--- src/rtl/inst_loader_if.sv ---
`default_nettype none
// ============================================================================
//  Module      : inst_loader_if
//  Description : Byte-stream input and instruction-memory write port of the
//                boot-time instruction loader, bundled as one interface.
//                  byte_valid / byte_data / byte_ready : stream handshake
//                  mem_we / mem_waddr / mem_wdata      : ROM write port
//                modport slave  : the loader's view (consumes bytes, writes)
//                modport master : the environment's view (supplies bytes,
//                                 observes writes)
//  Revision    : 1.0 - initial release
// ============================================================================
interface inst_loader_if #(
    parameter int ADDR_W = 10
);
    logic              byte_valid;
    logic [7:0]        byte_data;
    logic              byte_ready;
    logic              mem_we;
    logic [ADDR_W-1:0] mem_waddr;
    logic [31:0]       mem_wdata;

    modport master (
        output byte_valid,
        output byte_data,
        input  byte_ready,
        input  mem_we,
        input  mem_waddr,
        input  mem_wdata
    );

    modport slave (
        input  byte_valid,
        input  byte_data,
        output byte_ready,
        output mem_we,
        output mem_waddr,
        output mem_wdata
    );
endinterface
`default_nettype wire

--- src/rtl/inst_loader.sv ---
`default_nettype none
// ============================================================================
//  Module      : inst_loader
//  Description : Boot-time instruction-memory writer. Takes a byte stream
//                (16-bit big-endian word count, then big-endian 32-bit words),
//                writes the words to consecutive ROM addresses starting at 0,
//                and keeps instruction fetch disabled until the whole image
//                is in memory.
//  Ports       : clk      - clock, rising edge
//                rst      - synchronous active-low reset
//                start    - begin a load (honoured in IDLE/DONE/ERR only)
//                bus      - inst_loader_if.slave: byte stream + ROM write port
//                fetch_ce - instruction-fetch enable, high only in DONE
//                busy     - load in progress
//                done     - last load completed successfully (level)
//                err      - last load aborted (level)
//  Options     : LOADER_CHECKSUM_EN - expect one trailing byte equal to the
//                XOR of all header and data bytes; mismatch ends in ERR.
//  Revision    : 1.0 - initial release
// ============================================================================
module inst_loader #(
    parameter int ADDR_W = 10
) (
    input  logic            clk,
    input  logic            rst,
    input  logic            start,
    inst_loader_if.slave    bus,
    output logic            fetch_ce,
    output logic            busy,
    output logic            done,
    output logic            err
);

    localparam logic [2:0] C_IDLE   = 3'd0;
    localparam logic [2:0] C_LEN_HI = 3'd1;
    localparam logic [2:0] C_LEN_LO = 3'd2;
    localparam logic [2:0] C_DATA   = 3'd3;
    localparam logic [2:0] C_CSUM   = 3'd4;
    localparam logic [2:0] C_DONE   = 3'd5;
    localparam logic [2:0] C_ERR    = 3'd6;

    // Largest legal word count; 17 bits so 2^16 is representable.
    localparam logic [16:0] C_MAX_WORDS = 17'd1 << ADDR_W;

    logic [2:0]        state_q,     state_d;
    logic [15:0]       count_q,     count_d;     // header, then words remaining
    logic [ADDR_W-1:0] addr_q,      addr_d;      // address of next word
    logic [1:0]        idx_q,       idx_d;       // byte lane within word
    logic [23:0]       word_q,      word_d;      // first three bytes of word
    logic              mem_we_q,    mem_we_d;
    logic [ADDR_W-1:0] mem_waddr_q, mem_waddr_d;
    logic [31:0]       mem_wdata_q, mem_wdata_d;
`ifdef LOADER_CHECKSUM_EN
    logic [7:0]        csum_q,      csum_d;
    logic              w_last_byte;
`endif

    logic        w_byte_ready;
    logic        w_xfer;
    logic        w_start_ok;
    logic [15:0] w_len;

    assign w_xfer     = bus.byte_valid && w_byte_ready;
    assign w_start_ok = start && ((state_q == C_IDLE) || (state_q == C_DONE) ||
                                  (state_q == C_ERR));
    // Full count as it stands once the low header byte is on the bus.
    assign w_len      = {count_q[15:8], bus.byte_data};
`ifdef LOADER_CHECKSUM_EN
    assign w_last_byte = (state_q == C_DATA) && w_xfer && (idx_q == 2'd3) &&
                         (count_q == 16'd1);
`endif

    // ------------------------------------------------------------------
    // State register
    // ------------------------------------------------------------------
    always_ff @(posedge clk) begin
        if (!rst) begin
            state_q <= C_IDLE;
        end else begin
            state_q <= state_d;
        end
    end

    // ------------------------------------------------------------------
    // Next-state logic
    // ------------------------------------------------------------------
    always_comb begin
        state_d = state_q;
        case (state_q)
            C_IDLE, C_DONE, C_ERR: begin
                if (start) state_d = C_LEN_HI;
            end
            C_LEN_HI: begin
                if (w_xfer) state_d = C_LEN_LO;
            end
            C_LEN_LO: begin
                if (w_xfer) begin
                    if ({1'b0, w_len} > C_MAX_WORDS) begin
                        state_d = C_ERR;
                    end else if (w_len == 16'd0) begin
`ifdef LOADER_CHECKSUM_EN
                        state_d = C_CSUM;
`else
                        state_d = C_DONE;
`endif
                    end else begin
                        state_d = C_DATA;
                    end
                end
            end
            C_DATA: begin
`ifdef LOADER_CHECKSUM_EN
                // The final write lands while the checksum byte is awaited.
                if (w_last_byte) state_d = C_CSUM;
`else
                // count_q==0 here is a drain cycle: the final write strobe is
                // on the bus, so DONE (and fetch_ce) follows one cycle later.
                if (count_q == 16'd0) state_d = C_DONE;
`endif
            end
            C_CSUM: begin
`ifdef LOADER_CHECKSUM_EN
                if (w_xfer) state_d = (bus.byte_data == csum_q) ? C_DONE : C_ERR;
`else
                state_d = C_IDLE;
`endif
            end
            default: state_d = C_IDLE;
        endcase
    end

    // ------------------------------------------------------------------
    // Output decode
    // ------------------------------------------------------------------
    always_comb begin
        w_byte_ready = 1'b0;
        busy         = 1'b0;
        fetch_ce     = 1'b0;
        done         = 1'b0;
        err          = 1'b0;
        case (state_q)
            C_LEN_HI, C_LEN_LO, C_CSUM: begin
                w_byte_ready = 1'b1;
                busy         = 1'b1;
            end
            C_DATA: begin
                w_byte_ready = (count_q != 16'd0);
                busy         = 1'b1;
            end
            C_DONE: begin
                fetch_ce = 1'b1;
                done     = 1'b1;
            end
            C_ERR: begin
                err = 1'b1;
            end
            default: begin
                w_byte_ready = 1'b0;
            end
        endcase
    end

    assign bus.byte_ready = w_byte_ready;
    assign bus.mem_we     = mem_we_q;
    assign bus.mem_waddr  = mem_waddr_q;
    assign bus.mem_wdata  = mem_wdata_q;

    // ------------------------------------------------------------------
    // Datapath next values
    // ------------------------------------------------------------------
    always_comb begin
        count_d     = count_q;
        addr_d      = addr_q;
        idx_d       = idx_q;
        word_d      = word_q;
        mem_we_d    = 1'b0;
        mem_waddr_d = mem_waddr_q;
        mem_wdata_d = mem_wdata_q;
`ifdef LOADER_CHECKSUM_EN
        csum_d      = csum_q;
        if (w_xfer && (state_q != C_CSUM)) csum_d = csum_q ^ bus.byte_data;
        if (w_start_ok) csum_d = 8'd0;
`endif
        if (w_start_ok) begin
            count_d = 16'd0;
            addr_d  = '0;
            idx_d   = 2'd0;
        end else if (w_xfer) begin
            case (state_q)
                C_LEN_HI: count_d[15:8] = bus.byte_data;
                C_LEN_LO: count_d       = w_len;
                C_DATA: begin
                    idx_d = idx_q + 2'd1;
                    case (idx_q)
                        2'd0: word_d[23:16] = bus.byte_data;
                        2'd1: word_d[15:8]  = bus.byte_data;
                        2'd2: word_d[7:0]   = bus.byte_data;
                        default: begin
                            mem_we_d    = 1'b1;
                            mem_waddr_d = addr_q;
                            mem_wdata_d = {word_q, bus.byte_data};
                            addr_d      = addr_q + ADDR_W'(1);
                            count_d     = count_q - 16'd1;
                        end
                    endcase
                end
                default: count_d = count_q;
            endcase
        end
    end

    always_ff @(posedge clk) begin
        if (!rst) begin
            count_q     <= 16'd0;
            addr_q      <= '0;
            idx_q       <= 2'd0;
            word_q      <= 24'd0;
            mem_we_q    <= 1'b0;
            mem_waddr_q <= '0;
            mem_wdata_q <= 32'd0;
`ifdef LOADER_CHECKSUM_EN
            csum_q      <= 8'd0;
`endif
        end else begin
            count_q     <= count_d;
            addr_q      <= addr_d;
            idx_q       <= idx_d;
            word_q      <= word_d;
            mem_we_q    <= mem_we_d;
            mem_waddr_q <= mem_waddr_d;
            mem_wdata_q <= mem_wdata_d;
`ifdef LOADER_CHECKSUM_EN
            csum_q      <= csum_d;
`endif
        end
    end

endmodule
`default_nettype wire

--- src/flat_wrapper.sv ---
// flat-port wrapper written by rule: the top's interface ports become plain ports
module inst_loader_flat 
#(
    parameter int ADDR_W = 10
)
  (clk, rst, start, fetch_ce, busy, done, err, bus_byte_valid, bus_byte_data, bus_byte_ready, bus_mem_we, bus_mem_waddr, bus_mem_wdata);
  inst_loader_if #(.ADDR_W(ADDR_W)) bus_i ();
  input  logic clk;
  input  logic rst;
  input  logic start;
  output logic fetch_ce;
  output logic busy;
  output logic done;
  output logic err;
  input wire logic [$bits(bus_i.byte_valid)-1:0] bus_byte_valid;
  input wire logic [$bits(bus_i.byte_data)-1:0] bus_byte_data;
  output wire logic [$bits(bus_i.byte_ready)-1:0] bus_byte_ready;
  output wire logic [$bits(bus_i.mem_we)-1:0] bus_mem_we;
  output wire logic [$bits(bus_i.mem_waddr)-1:0] bus_mem_waddr;
  output wire logic [$bits(bus_i.mem_wdata)-1:0] bus_mem_wdata;
  assign bus_i.byte_valid = bus_byte_valid;
  assign bus_i.byte_data = bus_byte_data;
  assign bus_byte_ready = bus_i.byte_ready;
  assign bus_mem_we = bus_i.mem_we;
  assign bus_mem_waddr = bus_i.mem_waddr;
  assign bus_mem_wdata = bus_i.mem_wdata;
  inst_loader #(.ADDR_W(ADDR_W)) u_core (.clk(clk), .rst(rst), .start(start), .bus(bus_i), .fetch_ce(fetch_ce), .busy(busy), .done(done), .err(err));
endmodule
--- config.mk ---
export PLATFORM = sky130hd
export DESIGN_NAME = inst_loader_flat
export DESIGN_NICKNAME = d
export VERILOG_FILES = /design/src/rtl/inst_loader_if.sv /design/src/rtl/inst_loader.sv /design/src/flat_wrapper.sv
export SDC_FILE = /design/constraint.sdc
export NUM_CORES = 1
export LEC_CHECK = 0
export ABC_CLOCK_PERIOD_IN_PS = 4700
export CORE_MARGIN = 1.5
export CORE_UTILIZATION = 60
export DETAILED_ROUTE_END_ITERATION = 7
export DONT_BUFFER_PORTS = 1
export GPL_TIMING_DRIVEN = 0
export HOLD_SLACK_MARGIN = 0.15
export PLACE_DENSITY = 0.82
export SLEW_MARGIN = 40
export SYNTH_ARGS = -nofsm -noshare
export SYNTH_HDL_FRONTEND = slang
export SYNTH_SLANG_ARGS = --single-unit
--- constraint.sdc ---
create_clock -name clk -period 4.7 [get_ports clk]
set_clock_uncertainty 0.05 [all_clocks]
set_input_delay 1.41 -clock clk [delete_from_list [all_inputs] [get_ports clk]]
set_output_delay 1.41 -clock clk [all_outputs]
set_load 0.03 [all_outputs]
After elaboration in Yosys (flattened, before gate mapping) --
Index checks and enable logic that the tools add are counted.
Storage, ports and cells: register bits 98, input port bits 12, word-level logic and storage cells 74
Cells by class: add/subtract/negate cells 3, order comparisons 1, eq/ne operators 13, muxes and demuxes 15, bitwise operators 5, reduce and logical (&&, ||, !) cells 26
Operator list (number):
- $logic_not 16->1 | 2
- $pmux 8 s2 | 2
- $reduce_and 4->1 | 5
- $mux 3 | 6
- $gt 16x11->1 const B | 1
- $mux 16 | 1
- $reduce_bool 16->1 | 1
- $sub 16x1->16 const B | 1
- $pmux 3 s4 | 1
- $add 10x1->10 const B | 1
- $eq 3x3->1 const B | 3
- $reduce_and 3->1 | 3
- $reduce_or 3->1 | 3
- $reduce_or 4->1 | 2
- $eq 3x2->1 const B | 2
- $ne 2x1->1 const B | 3
- $not 1->1 | 5
- $mux 1 | 4
- $ne 2x2->1 const B | 2
- $reduce_bool 2->1 | 2
- $eq 3x1->1 const B | 1
- $logic_not 3->1 | 1
- $add 2x1->2 const B | 1
- $eq 2x1->1 const B | 1
- other kinds (7) | 9

Logic depth before layout (Yosys ltp) --
Gate-level depths: netlist (run 1).
depth in word-level cells 6, gate-level depth with buffers 10

Least setup slack after synthesis (run 1) --
OpenSTA, ideal clock, no wires.
path type register to output, start reg u_core.count_q[1], end out bus_byte_ready, arrival 2195 ps, path slack 1045 ps, stages on the path, launching flop included 10, path buffers 2, cells stage by stage dfxtp_1 inv_1 ha_1 or3b_2 or4_1 buf_4 buf_6 nor2_1 o21ai_0 and3_1
Between the ends: longest elaborated chain between the ends 2
RTL lines:
- from (decl) | RTL line inst_loader.sv:46 | logic [15:0] count_q, count_d;
- from (signal assigned) | RTL line inst_loader.sv:225 | count_q <= count_d;
- $reduce_bool 16->1 | RTL line inst_loader.sv:147 | w_byte_ready = (count_q != 16'd0);
- $pmux 1 s2 | RTL line inst_loader.sv:141 | case (state_q)
- to (decl) | RTL line flat_wrapper.sv:17 | output wire logic [$bits(bus_i.byte_ready)-1:0] bus_byte_ready;
No other way between the ends.

Worst setup path after layout (run 1) --
start reg u_core.count_q[8], end out bus_byte_ready
Same word-level chain as after synthesis.

==> flow_metrics.py, run 1 <==
metrics = {
    "run_status": {
        "status": "completed",
    },
    "worst_hold_path": {
        "holdCritStartpoint": "u_core.word_q[19]",
        "min_path_type": "flop to flop",
        "hold_end": "u_core.bus.mem_wdata[27]",
        "holdPathStages": 2,
    },
    "synthesis": {
        "yosysTopAreaCellShare_pct": 42.9,
        "synth_top_family_by_area": "simple AND/OR/NAND/NOR gates",
        "ys_warn_count": 0,
        "synth_edf_count": 0,
        "synth-seq-area-share_pct": 42.9,
        "syn_area_per_cell_um2": 8.83,
        "yosysMostFrequentCell": "nand2_1",
        "synth_area_um2": 4570,
        "synth_simple_gate_area_share_pct": 23.6,
        "syn_inst": 518,
        "synth_xor_area_share_pct": 2.11,
        "synth_compound_area_share_pct": 18.6,
        "synth_cell_type_count": 64,
        "synth_area_leader_cell": "dfxtp_1",
        "synth-seq-cells": 98,
        "muxShareOfSynthArea_pct": 5.50,
        "synth_nets": 537,
        "synth_fa_ha_area_share_pct": 1.92,
        "synth_flop_cell": "dfxtp_1",
        "yosys-top-cells-area": "dfxtp_1, nand2_1, a21boi_1",
        "synth-async-reset-ratio_pct": 0,
        "synth_commonest_cells": "nand2_1, dfxtp_1, a21boi_1",
    },
    "setup_path": {
        "critPathKind": "flop to output pin",
        "rr_endpoint": "u_core.count_q[9]",
        "rrSetupSlack_ns": 1.96,
        "required_ns": 3.24,
        "r2r_cells": 8,
        "critPathLaunchType": "flop",
        "critPathArrivalTime_ns": 2.74,
        "endpoint_kind": "output pin",
        "crit_fanout": 10,
        "reg2reg_from": "u_core.count_q[1]",
    },
    "clock_tree": {
        "cts_root_buffer": "clkbuf_8",
        "post_cts_buffers": 0,
        "cts_hold_buf": 0,
        "h-tree-depth": 3,
        "cts_resized": 0,
        "clk_pin_slew_ns": 0.10,
        "cts_buffer_depth": 2,
        "cts_tree": "built",
        "cts_buffers": 9,
        "clock_sinks": 98,
        "clk-insertion-delay-late_ns": 0.37,
    },
    "final_layout": {
        "insertedDiodeCount": 0,
        "finalNetCount": 548,
        "fin_area_um2": 4900,
        "drive_above_1_share_pct": 8.43,
        "fillers": 598,
        "areaGrowthSynthToFinish_pct": 7.20,
    },
    "route": {
        "routedWlPerCell_um": 17.0,
        "drt_pre_antenna_iters": 4,
        "wl_um": 10800,
        "via_per_inst": 5.95,
        "initialDrtViolationCount": 199,
        "drcViolationCount": 0,
        "vias": 3769,
        "ant_nets": 0,
    },
    "global_route": {
        "grt_pass1_wl_um": 18100,
        "antenna_found_initial": 0,
        "grt_pass1_vias": 3709,
        "track_usage_pct": 27.7,
        "grt_max_degree": 18,
        "grt-ovfl-total": 0,
    },
    "placed_design": {
        "placed_area_um2": 4700,
        "port-buffer-count": 0,
        "gp_congestion": 0.906,
        "hpwl_um": 7820,
    },
    "die": {
        "core_area_um2": 7330,
        "die_w_um": 90.3,
        "io_pins": 60,
        "die_h_um": 90.3,
        "die_area_um2": 8150,
        "initial_core_util_pct": 62.4,
        "rows": 31,
    },
    "timing": {
        "setup_viol": 0,
        "rsz0062_at_grt": "no",
        "period_needed_ns": 4.20,
        "period_share_pct": 89.3,
        "hold_slack_ns": 0.409,
        "tightest_slew_ns": 0.596,
        "timing.fmax_ghz": 0.238,
        "slew_headroom_pct": 60.0,
        "setup_tns_ns": 0,
        "finalHoldViolCount": 0,
        "maxSlewViolCount": 0,
    },
    "pwr": {
        "peakVddDrop_mv": 0.170,
        "p_leak_nw": 1.84,
        "totalPowerFinal_mw": 1.57,
        "power.density_nw_per_um2": 321,
    },
    "flow_run": {
        "cap_violations": 0,
    },
}
[sequential cells by signal, summed over array words and instances, names as in the netlist]
name                  count
u_core.bus.mem_we         1
u_core.bus.mem_waddr     10
u_core.state_q            3
u_core.count_q           16
u_core.word_q            24
u_core.addr_q            10
u_core.bus.mem_wdata     32
u_core.idx_q              2
[stage by stage]
| stage | instances | util [%] | setup WS [ns] |
|---|---|---|---|
| final | 633 | 66.9 | 0.501 |
| after CTS | 633 | 66.8 | 0.497 |
| after floorplan | 518 | - | 1.05 |
| after detailed placement | 617 | 64.1 | 0.905 |
| after global placement | 617 | 64.1 | 0.940 |
| after global routing | 633 | 66.9 | 0.284 |
[where the power goes]
part,internal [mW],total (mW),switching (mW)
combinational,0.0596,0.169,0.110
clock,0.255,0.562,0.307
sequential,0.835,0.840,0.00486
total,1.15,1.57,0.421
[area by class of cell]
cell class / count / area, um2 / share of cell area (%)
well taps: 99 / 124 / 2.53
flip-flops and latches: 98 / 1960 / 40.0
clock inverters: 6 / 73.8 / 1.51
multi-input cells: 375 / 2370 / 48.3
clock buffers: 10 / 128 / 2.60
plain buffers: 37 / 218 / 4.44
inverters: 8 / 30.0 / 0.613
[layout by cell type, fill, tap and decap left out, drive strengths merged, types with 6 or more instances in the layout]
master | synthesis | layout
nand2 | 111 | 111
dfxtp | 98 | 98
a21boi | 44 | 44
clkbuf | 21 | 31
nor2b | 25 | 25
mux2i | 24 | 24
nor2 | 22 | 22
o21ai | 20 | 20
buf | 16 | 16
a21oi | 12 | 12
nand3 | 12 | 12
inv | 8 | 11
or4 | 8 | 8
a32o | 8 | 8
ha | 7 | 7
xor2 | 6 | 6
nor3 | 6 | 6
[routing by layer]
layer | track usage, % | up-vias | share of wire [%]
met4 | 11.6 | 0 | 2.2
met1 | 35.0 | 1776 | 44
met3 | 6.06 | 25 | 7.0
met5 | 0 | - | 0
met2 | 45.6 | 147 | 47
li1 | - | 1821 | -
[worst max-delay path by stage]
stage / from / end / slack [ns] / cells after the start
final: u_core.count_q[8] / bus_byte_ready / 0.50 / 8
after detailed placement: u_core.count_q[1] / bus_byte_ready / 0.90 / 9
after floorplan: u_core.count_q[1] / bus_byte_ready / 1.05 / 9
after global routing: u_core.count_q[8] / bus_byte_ready / 0.28 / 8
after global placement: u_core.count_q[1] / bus_byte_ready / 0.94 / 9
after CTS: u_core.count_q[1] / bus_byte_ready / 0.50 / 9
[kinds of logic after synthesis]
group / Yosys count
and+or+nand+nor: 217
AOI/OAI and AO/OA: 115
DFF: 98
buffers and inverters: 45
muxes: 25
xor gates and xnor gates: 11
adders and majority gates: 7
[worst max-delay path: stages (launching register included)]
cell and delay, ns:
dfxtp_1 0.38, or4_1 0.54, buf_2 0.19, or4_1 0.50, buf_4 0.19, buf_6 0.16
nor2_1 0.08, o21ai_0 0.06, and3_1 0.27
Note: power is estimated with default switching activity, not from simulation.
==> run 2: changes to the inputs <==
- CTS_BUF_LIST: not set -> sky130_fd_sc_hd__clkbuf_2
==> run 2 against run 1 <==
  * Non-clock buffer count unchanged
  * Worst setup slack got worse by 0.28 ns
  * Combinational power about the same
  * Clock power decreased by 23%
  * Maximum frequency decreased by 6.2%
  * Sequential cell count unchanged
  * Core utilization decreased by 1.1 points
  * Cell count unchanged
  * Final area decreased by 1.6%
  * Clock-buffer cell count unchanged
==> flow_metrics.py, run 2 (synthesis results as in run 1) <==
metrics = {
    "pwr": {
        "peakVddDrop_mv": 0.134,
        "p_switching_uw": 413,
        "p_leak_nw": 1.81,
        "internal-power_mw": 1.03,
        "totalPowerFinal_mw": 1.45,
        "p_seq_share_pct": 58.4,
        "comb_power_share_pct": 11.7,
        "power.density_nw_per_um2": 300,
        "p_sw_share_pct": 28.6,
        "pwr-share-clk_pct": 29.9,
    },
    "setup_path": {
        "endpoint_kind": "output pin",
        "crit_family": "simple AND/OR/NAND/NOR gates",
        "worst-path-buf-inv": 3,
        "required_ns": 3.24,
        "critPathLaunchType": "flop",
        "slowest_stage": "or4_1",
        "slowest_delay_ns": 0.53,
        "critPathArrivalTime_ns": 3.02,
        "crit_fanout": 10,
        "critPathKind": "flop to output pin",
        "r2r_cells": 8,
        "crit_cells": 9,
        "crit_chain": "inv_1, ha_1, or3b_2, or4_1, buf_4, buf_6, nor2_1, o21ai_0, and3_1",
    },
    "global_route": {
        "grt_pass1_wl_um": 18200,
        "grt_pass1_vias": 3752,
        "track_usage_pct": 27.9,
        "grt-ovfl-total": 0,
        "grt_max_degree": 18,
        "antenna_found_initial": 0,
    },
    "timing": {
        "timing.fmax_ghz": 0.223,
        "period_needed_ns": 4.48,
        "slew_headroom_pct": 58.3,
        "rsz0062_at_grt": "no",
        "period_share_pct": 95.2,
        "setup_viol": 0,
        "tightest_slew_ns": 0.621,
        "finalHoldViolCount": 0,
        "setup_tns_ns": 0,
        "maxSlewViolCount": 0,
    },
    "clock_tree": {
        "cts_buffers": 9,
        "cts_buffer_depth": 2,
        "cts_root_buffer": "clkbuf_2",
        "clk-insertion-delay-late_ns": 0.57,
        "cts_resized": 0,
        "post_cts_buffers": 0,
        "clock_sinks": 98,
        "cts_tree": "built",
        "clk_pin_slew_ns": 0.28,
        "cts_hold_buf": 0,
        "h-tree-depth": 3,
    },
    "route": {
        "via_per_inst": 5.95,
        "ant_nets": 0,
        "drcViolationCount": 0,
        "wl_um": 10900,
        "drt_pre_antenna_iters": 4,
        "initialDrtViolationCount": 235,
        "vias": 3765,
        "routedWlPerCell_um": 17.2,
    },
    "die": {
        "die_w_um": 90.3,
        "die_area_um2": 8150,
        "initial_core_util_pct": 62.4,
        "die_h_um": 90.3,
        "io_pins": 60,
        "rows": 31,
        "core_area_um2": 7330,
    },
    "placed_design": {
        "gp_congestion": 0.906,
        "hpwl_um": 7820,
        "port-buffer-count": 0,
    },
    "final_layout": {
        "multiInputGateArea_um2": 2370,
        "fillers": 611,
        "final_common_cell": "nand2_1",
        "seq_area_um2": 1960,
        "largest_reg_flops": 32,
        "insertedDiodeCount": 0,
        "most-common-layout-cells": "nand2_1, dfxtp_1, a21boi_1",
        "finalNetCount": 548,
        "areaGrowthSynthToFinish_pct": 5.50,
        "drive_above_1_share_pct": 8.61,
    },
    "worst_hold_path": {
        "min_path_type": "flop to flop",
        "holdPathStages": 2,
    },
    "run_status": {
        "status": "completed",
    },
    "flow_run": {
        "cap_violations": 0,
    },
}
==> run 2: power groups by stage <==
stage	combinational (mW)	clock (mW)	sequential (mW)
after floorplan	0.130	0	0.858
after global placement	0.159	0	0.859
after detailed placement	0.165	0	0.859
after CTS	0.165	0.433	0.844
after global routing	0.183	0.468	0.847
final	0.169	0.433	0.845
==> run 2: per-stage QoR <==
| step | hold WS, ns | setup WS [ns] | cell area [um2] | std cells | utilization (%) |
|---|---|---|---|---|---|
| after global routing | 0.433 | 0.00238 | 4820 | 633 | 65.8 |
| after floorplan | 0.380 | 1.05 | 4570 | 518 | - |
| final | 0.404 | 0.224 | 4820 | 633 | 65.8 |
| after CTS | 0.408 | 0.208 | 4820 | 633 | 65.7 |
| after global placement | 0.388 | 0.940 | 4700 | 617 | 64.1 |
| after detailed placement | 0.400 | 0.905 | 4700 | 617 | 64.1 |
==> run 2: path summary, 6_finish.rpt <==
check / from / to / slack (ns)
max reg2reg: u_core.count_q[1] / u_core.count_q[9] / 1.89
max: u_core.count_q[1] / bus_byte_ready / 0.22
min reg2reg: u_core.word_q[23] / u_core.bus.mem_wdata[31] / 0.40
min: u_core.word_q[23] / u_core.bus.mem_wdata[31] / 0.40
==> run 2: layer usage <==
layer / wire, um / global-route usage [%]
met1: 4640 / 35.1
met2: 5180 / 46.3
met3: 810 / 6.31
met4: 222 / 11.1
met5: 0 / 0
==> run 2: worst reg2reg max path: cells and delay by family (launching register included) <==
| family | cells | cell delay (ns) |
|---|---|---|
| adders and majority gates | 1 | 0.17 |
| AOI/OAI and AO/OA | 2 | 0.60 |
| buffers and inverters | 2 | 0.33 |
| and+or+nand+nor | 3 | 1.18 |
| DFF | 1 | 0.39 |
==> run 2: final cells by class <==
cell class,instances,area share [%]
Inverter,8,0.623
Clock buffer,10,1.04
Multi-Input combinational cell,375,49.1
Sequential cell,98,40.7
Clock inverter,6,1.53
Buffer,37,4.51
Tap cell,99,2.57
==> run 3: changes to the inputs <==
- CAP_MARGIN: not set -> 40
- CTS_CLUSTER_DIAMETER: not set -> 200
==> results of run 3 <==
The final DEF is identical to that of run 2; final timing and power are the same.
